## config.mk

```make
export PLATFORM = sky130hd
export DESIGN_NAME = hack_cpu_seq
export DESIGN_NICKNAME = d
export VERILOG_FILES = /design/src/rtl/hack_cpu_seq.sv
export SDC_FILE = /design/constraint.sdc
export NUM_CORES = 1
export LEC_CHECK = 0
export BUFFER_PORTS_ARGS = -buffer_cell sky130_fd_sc_hd__buf_2
export CAP_MARGIN = 10
export CORE_MARGIN = 3
export CORE_UTILIZATION = 44
export CTS_CLUSTER_SIZE = 14
export DETAILED_ROUTE_END_ITERATION = 7
export GPL_TIMING_DRIVEN = 0
export PLACE_DENSITY = 0.8
export SLEW_MARGIN = 10
export SYNTH_ARGS = -nofsm -noshare
export SYNTH_HDL_FRONTEND = slang
export SYNTH_SLANG_ARGS = --single-unit
```

## constraint.sdc

```tcl
create_clock -name clk -period 2.2 [get_ports clk]
set_input_delay 0.44 -clock clk [delete_from_list [all_inputs] [get_ports clk]]
set_output_delay 0.44 -clock clk [all_outputs]
set_load 0.05 [all_outputs]
```

## src/rtl/hack_cpu_seq.sv

```systemverilog
// +-----------------------------------------------------------------------------+
// | Module      : hack_cpu_seq                                                  |
// | Description : Two-phase fetch/execute Hack CPU sequencer driving an         |
// |               external Hack ALU, with end-of-program loop halt detection.   |
// | Revision    : 1.0 - initial release                                         |
// +-----------------------------------------------------------------------------+
`default_nettype none

module hack_cpu_seq #(
  parameter logic [14:0] RESET_VECTOR = 15'h0000,
  parameter bit          HALT_DETECT  = 1'b1
) (
  input  logic        clk,
  input  logic        rst_n,
  output logic [14:0] instr_addr,
  input  logic [15:0] instr_data,
  input  logic [15:0] inM,
  output logic [15:0] outM,
  output logic        writeM,
  output logic [14:0] addressM,
  output logic [15:0] alu_x,
  output logic [15:0] alu_y,
  output logic        alu_zx,
  output logic        alu_nx,
  output logic        alu_zy,
  output logic        alu_ny,
  output logic        alu_f,
  output logic        alu_no,
  input  logic [15:0] alu_out,
  input  logic        alu_zr,
  input  logic        alu_ng,
  output logic        halt
);

  typedef enum logic [1:0] {
    S_FETCH = 2'd0,
    S_EXEC  = 2'd1,
    S_HALT  = 2'd2
  } state_t;

  state_t      r_state;
  state_t      w_state_nxt;
  logic [15:0] r_a;
  logic [15:0] r_d;
  logic [14:0] r_pc;
  logic        r_prev_a;

  logic [15:0] w_a_nxt;
  logic [15:0] w_d_nxt;
  logic [14:0] w_pc_nxt;
  logic        w_prev_a_nxt;

  logic        w_exec;
  logic        w_is_c;
  logic        w_c_exec;
  logic        w_a_bit;
  logic [5:0]  w_comp;
  logic [2:0]  w_dest;
  logic [2:0]  w_jump;
  logic        w_take;
  logic [14:0] w_pc_inc;
  logic [14:0] w_pc_dec;
  logic        w_halt_hit;

  assign w_exec   = (r_state == S_EXEC);
  assign w_is_c   = instr_data[15];
  assign w_c_exec = w_exec & w_is_c;
  assign w_a_bit  = instr_data[12];
  assign w_comp   = instr_data[11:6];
  assign w_dest   = instr_data[5:3];
  assign w_jump   = instr_data[2:0];

  assign w_take   = w_c_exec & ((w_jump[2] & alu_ng) |
                                (w_jump[1] & alu_zr) |
                                (w_jump[0] & ~alu_ng & ~alu_zr));
  assign w_pc_inc = r_pc + 15'd1;
  assign w_pc_dec = r_pc - 15'd1;

  // @END; 0;JMP idiom: an A-load of our own address followed by a taken jump back to it
  generate
    if (HALT_DETECT) begin : g_halt_on
      assign w_halt_hit = w_take & r_prev_a & (r_a[14:0] == w_pc_dec);
    end else begin : g_halt_off
      assign w_halt_hit = 1'b0;
    end
  endgenerate

  always_comb begin
    w_state_nxt  = r_state;
    w_a_nxt      = r_a;
    w_d_nxt      = r_d;
    w_pc_nxt     = r_pc;
    w_prev_a_nxt = r_prev_a;
    case (r_state)
      S_FETCH: w_state_nxt = S_EXEC;
      S_EXEC: begin
        if (!w_is_c) begin
          w_a_nxt      = {1'b0, instr_data[14:0]};
          w_pc_nxt     = w_pc_inc;
          w_prev_a_nxt = 1'b1;
          w_state_nxt  = S_FETCH;
        end else begin
          if (w_dest[2]) w_a_nxt = alu_out;
          if (w_dest[1]) w_d_nxt = alu_out;
          // jump target is the pre-update A, even when dest includes A
          w_pc_nxt     = w_take ? r_a[14:0] : w_pc_inc;
          w_prev_a_nxt = 1'b0;
          w_state_nxt  = w_halt_hit ? S_HALT : S_FETCH;
        end
      end
      S_HALT:  w_state_nxt = S_HALT;
      default: w_state_nxt = S_FETCH;
    endcase
  end

  always_ff @(posedge clk or negedge rst_n) begin
    if (!rst_n) begin
      r_state  <= S_FETCH;
      r_a      <= 16'h0000;
      r_d      <= 16'h0000;
      r_pc     <= RESET_VECTOR;
      r_prev_a <= 1'b0;
    end else begin
      r_state  <= w_state_nxt;
      r_a      <= w_a_nxt;
      r_d      <= w_d_nxt;
      r_pc     <= w_pc_nxt;
      r_prev_a <= w_prev_a_nxt;
    end
  end

  assign instr_addr = r_pc;
  assign addressM   = r_a[14:0];
  assign outM       = alu_out;
  assign writeM     = w_c_exec & w_dest[0];
  assign alu_x      = r_d;
  assign alu_y      = (w_c_exec & w_a_bit) ? inM : r_a;
  assign {alu_zx, alu_nx, alu_zy, alu_ny, alu_f, alu_no} = w_c_exec ? w_comp : 6'b000000;
  assign halt       = (r_state == S_HALT);

endmodule

`default_nettype wire
```

After elaboration in Yosys (flattened, before gate mapping)
Index checks and enable logic that the tools add are counted.

word-level totals
  bits in registers = 50
  logic and storage cells = 38
  output and inout bits = 86

cells by class
  bitwise operators = 14
  mux-type cells = 10
  equality and inequality tests = 4
  add/subtract/negate cells = 2
  reduce and logical (&&, ||, !) cells = 3

operators by type and width
  operator                                             number
  two-way mux 16 bit                                   3
  two-way mux 15 bit                                   2
  adder 15 x 1 -> 15 bit (second input constant)       1
  == test 15 bit                                       1
  subtractor 15 x 1 -> 15 bit (second input constant)  1
  bitwise AND 1 bit                                    10
  two-way mux 6 bit                                    1
  case mux 2 bit (3 select lines)                      1
  two-way mux 2 bit                                    2
  AND reduction 3 bit                                  1
  == test 2 x 1 -> 1 bit (second input constant)       1
  == test 2 bit (second input constant)                1
  zero test 2 bit                                      1
  != test 2 bit (second input constant)                1
  NOT 1 bit                                            2
  OR 1 bit                                             2
  AND reduction 2 bit                                  1
  two-way mux 1 bit                                    1

Logic depth before layout (Yosys ltp)
  depth in word-level cells = 10
  depth in mapped cells = 9
  mapped depth without buffers = 8

Worst setup path after synthesis
No wires, ideal clock.

  path kind = register to register
  start point = register r_pc[4] (netlist: instr_addr[4])
  end point = register r_state[1]
  path slack = -0.253 ns
  cell stages (with the launch flop) = 9
  required time = 2.132 ns
  data arrival time = 2.385 ns
  clock period less this slack = 2.453 ns
  cells stage by stage = dfrtp_1 buf_6 or4_1 buf_2 or3_4 nor4_2 a41oi_1 a211oi_2 a21o_1

on the way
  cells in the longest elaborated chain, start to end = 6

RTL lines
  element                          line  text
  start, declared                  45    logic [14:0] r_pc;
  start signal, assigned           127   r_pc <= w_pc_nxt;
  subtractor 15 x 1 -> 15 bit      77    assign w_pc_dec = r_pc - 15'd1;
  == test 15 bit                   82    assign w_halt_hit = w_take & r_prev_a & (r_a[14:0] == w_pc_dec);
  bitwise AND 1 bit                82
  two-way mux 2 bit                108   w_state_nxt = w_halt_hit ? S_HALT : S_FETCH;
  two-way mux 2 bit                97    if (!w_is_c) begin
  case mux 2 bit (3 select lines)  94    case (r_state)
  net w_state_nxt[1]               42    state_t w_state_nxt;
  end signal, assigned             124   r_state <= w_state_nxt;
  end, declared                    41    state_t r_state;

The timed path passes the listed nets, and every way through them passes these cells.
A chain may end at the register's enable or synchronous reset.

Worst setup path in the final report
  start point = register r_state[0]
  end point = output alu_y[12]

on the way
  cells in the longest elaborated chain, start to end = 4

RTL lines
  element                 line  text
  == test 2 x 1 -> 1 bit  65    assign w_exec = (r_state == S_EXEC);
  bitwise AND 1 bit       67    assign w_c_exec = w_exec & w_is_c;
  bitwise AND 1 bit       137   assign alu_y = (w_c_exec & w_a_bit) ? inM : r_a;
  two-way mux 16 bit      137
  end, declared           22    output logic [15:0] alu_y,

Every way passes these cells.

==> results.py <==
metrics = {
    "status": {
        "status": "complete, but fails checks",
        "violations": "setup timing",
    },
    "setup_path": {
        "cp_slowest_cell": "dfrtp_1",
        "cp-end-kind": "primary output",
        "slowest_delay_ns": 0.39,
        "critPathKind": "register to primary output",
        "critPathLaunchType": "register",
        "worstPathBufferInverterCount": 3,
        "arrival_ns": 1.79,
        "crit_chain": "nor2b_2 > clkbuf_8 > nand3_4 > clkbuf_16 > mux2_2 > buf_6",
        "required_ns": 1.76,
        "cp_top_family": "buffers and inverters",
        "cp_max_fo": 5,
    },
    "layout": {
        "nets": 566,
        "final_common_cell": "buf_2",
        "antenna_cells": 0,
        "mostFrequentLayoutCells": "121 x buf_2, 47 x buf_4, 46 x dfrtp_1",
        "final_layout_size_suffix_gt1_share_pct": 50.3,
        "post-route-util_pct": 64.5,
        "fin_cells": 612,
        "syn2layout_area_growth_pct": 41.7,
    },
    "timing": {
        "whs_ns": 0.00757,
        "slew_headroom_pct": 48.0,
        "report.final.slew_viol_count": 0,
        "fin_ws_ns": -0.0288,
        "setup_viol": 12,
        "tightestPinTransition_ns": 0.780,
        "post-route-period-util_pct": 101,
        "fin_skew_ns": 0.0116,
        "grt_setup_unrepaired": "yes",
        "hold_violations": 0,
        "fmax_mhz": 449,
        "fin_crit_ns": 2.23,
    },
    "job": {
        "drv_cap": 0,
    },
    "clock_tree": {
        "cts_buffers": 5,
        "cts.htree.levels": 2,
        "root_buffer": "clkbuf_8",
        "hold_buffers": 0,
        "clk_pin_slew_ns": 0.10,
        "cts_max_path_buffers": 2,
        "cts_tree": "yes",
        "numClockSinks": 50,
        "insertion_delay_ns": 0.31,
    },
    "route": {
        "viasPerCell": 5.45,
        "routedWlPerCell_um": 17.0,
        "vias": 3338,
        "wirelength_mm": 10.4,
        "first_pass_iters": 6,
        "drc": 0,
        "drt_iter0_markers": 336,
        "ant_nets": 0,
    },
    "global_routing": {
        "grtUsageTotal_pct": 24.0,
        "grt_pass1_vias": 3320,
        "grt_overflow": 0,
        "grt_pass1_wl_mm": 16.7,
        "antenna_found_initial": 0,
        "grt_max_degree": 51,
    },
    "floorplanning": {
        "start_util_pct": 45.5,
        "fp.dieH_um": 92.9,
        "ios": 138,
        "die-area_um2": 8620,
        "coreArea_um2": 7290,
        "die_x_um": 92.9,
        "fp-row-count": 31,
    },
    "power_and_ir_drop": {
        "leakagePower_nw": 2.27,
        "irDropWorstVdd_mv": 0.596,
        "powerDensity_nw_per_um2": 921,
    },
    "synthesis": {
        "avgSynthCellArea_um2": 9.38,
        "synth-edff-count": 0,
        "synth_nets": 408,
        "synth_area_um2": 3320,
        "async_flop_share_pct": 100,
        "synth.distinct_cells": 44,
        "ys_seq_elements": 50,
        "syn_inst": 354,
        "ys_seq_area_share_pct": 37.7,
        "synth-main-ff-cell": "dfrtp_1",
        "yosysWarnings": 0,
    },
    "placement": {
        "dp.cells": 589,
        "place_ws_ns": -0.556,
        "port_buffers": 136,
        "place.gp.congestion": 0.905,
        "dp_hpwl_mm": 7.55,
    },
    "worst_hold_path": {
        "hp-class": "input port to asynchronous set/reset pin",
    },
}
[synthesized netlist by cell type (2+ instances only)]
cell type / instances / share of area, %
a22oi_1: 2 / 0.45
nand3_1: 6 / 0.90
xor2_1: 14 / 3.7
a211oi_1: 2 / 0.45
o21a_1: 3 / 0.68
nand2_1: 23 / 2.6
mux2_2: 32 / 11
a21o_1: 2 / 0.45
buf_4: 31 / 7.0
a31o_2: 2 / 0.53
dfrtp_1: 50 / 38
nor4_1: 6 / 1.1
and3_1: 11 / 2.1
nor2_1: 28 / 3.2
xnor2_1: 12 / 3.2
nor2b_1: 2 / 0.38
inv_1: 9 / 1.0
buf_2: 2 / 0.30
a21oi_1: 26 / 3.9
o2bb2ai_1: 2 / 0.53
or3_1: 2 / 0.38
mux2i_1: 19 / 5.7
nor3_1: 4 / 0.60
ha_1: 2 / 0.75
nand4_1: 4 / 0.75
nand2b_1: 4 / 0.75
o21ai_0: 18 / 2.7
clkbuf_1: 18 / 2.0
o311ai_0: 3 / 0.79
[state kept, by name, indices dropped and copies added, names as in the netlist]
signal	cells
instr_addr	15
r_a	16
alu_x	16
r_state	2
r_prev_a	1
[final timing paths]
check,from,to,slack [ns],depth (start not counted)
hold / removal,rst_n,instr_addr[2]$_DFFE_PN0P_,0.008,1
setup reg to reg,instr_addr[5]$_DFFE_PN0P_,r_state[1]$_DFF_PN0_,0.11,6
max in group asynchronous,rst_n,instr_addr[11]$_DFFE_PN0P_,1.69,2
hold reg to reg,r_prev_a$_DFFE_PN0P_,r_prev_a$_DFFE_PN0P_,0.50,1
setup / recovery,r_state[0]$_DFF_PN0_,alu_y[12],-0.03,6
min in group clk,alu_out[7],alu_x[7]$_DFFE_PN0P_,0.39,2
[metal layers]
metal  up-vias  global-route usage, %  share of wire (%)
li1       1525                      -                  -
met1      1597                   31.2                 40
met2       182                   40.2                 50
met3        34                   4.14                7.1
met4         0                   8.67                3.1
met5         -                      0                  0
[cell families after synthesis]
family                     synth area share [%]
AOI/OAI and AO/OA                          12.1
xor gates and xnor gates                   7.54
adders and majority gates                 0.754
buffers and inverters                      10.8
DFF                                        37.7
muxes                                      16.6
and+or+nand+nor                            14.5
[power breakdown]
part | switching [mW] | leakage (nW) | internal [mW]
clock network | 0.340 | 0.0591 | 0.348
registers | 0.252 | 0.581 | 1.08
logic | 1.49 | 1.63 | 0.821
total | 2.08 | 2.27 | 2.25
[through the flow]
step	setup TNS [ns]	total power, mW	instance area [um2]
final	-0.202	4.33	4700
after global routing	-1.17	4.54	4700
after CTS	-0.276	4.13	4520
after detailed placement	-10.62	3.37	4160
after global placement	-9.76	3.33	4160
after floorplan	-0.0511	2.86	3360
[what timing repair did]
action,4_1_cts,5_1_grt
pin swaps,6,10
buffers inserted,8,10
endpoints found under the setup margin,34,45
resized for setup,53,30
cloned,1,0
hold endpoints to repair,0,0
[layout make-up]
cell class | instances | area, um2
Buffer | 48 | 337
Clock buffer | 5 | 68.8
Clock inverter | 3 | 47.5
Fill cell | 577 | 2590
Inverter | 9 | 33.8
Multi-Input combinational cell | 242 | 1850
Sequential cell | 50 | 1260
Tap cell | 99 | 124
Timing Repair Buffer | 156 | 987
Power figures use the tool's default switching activity.
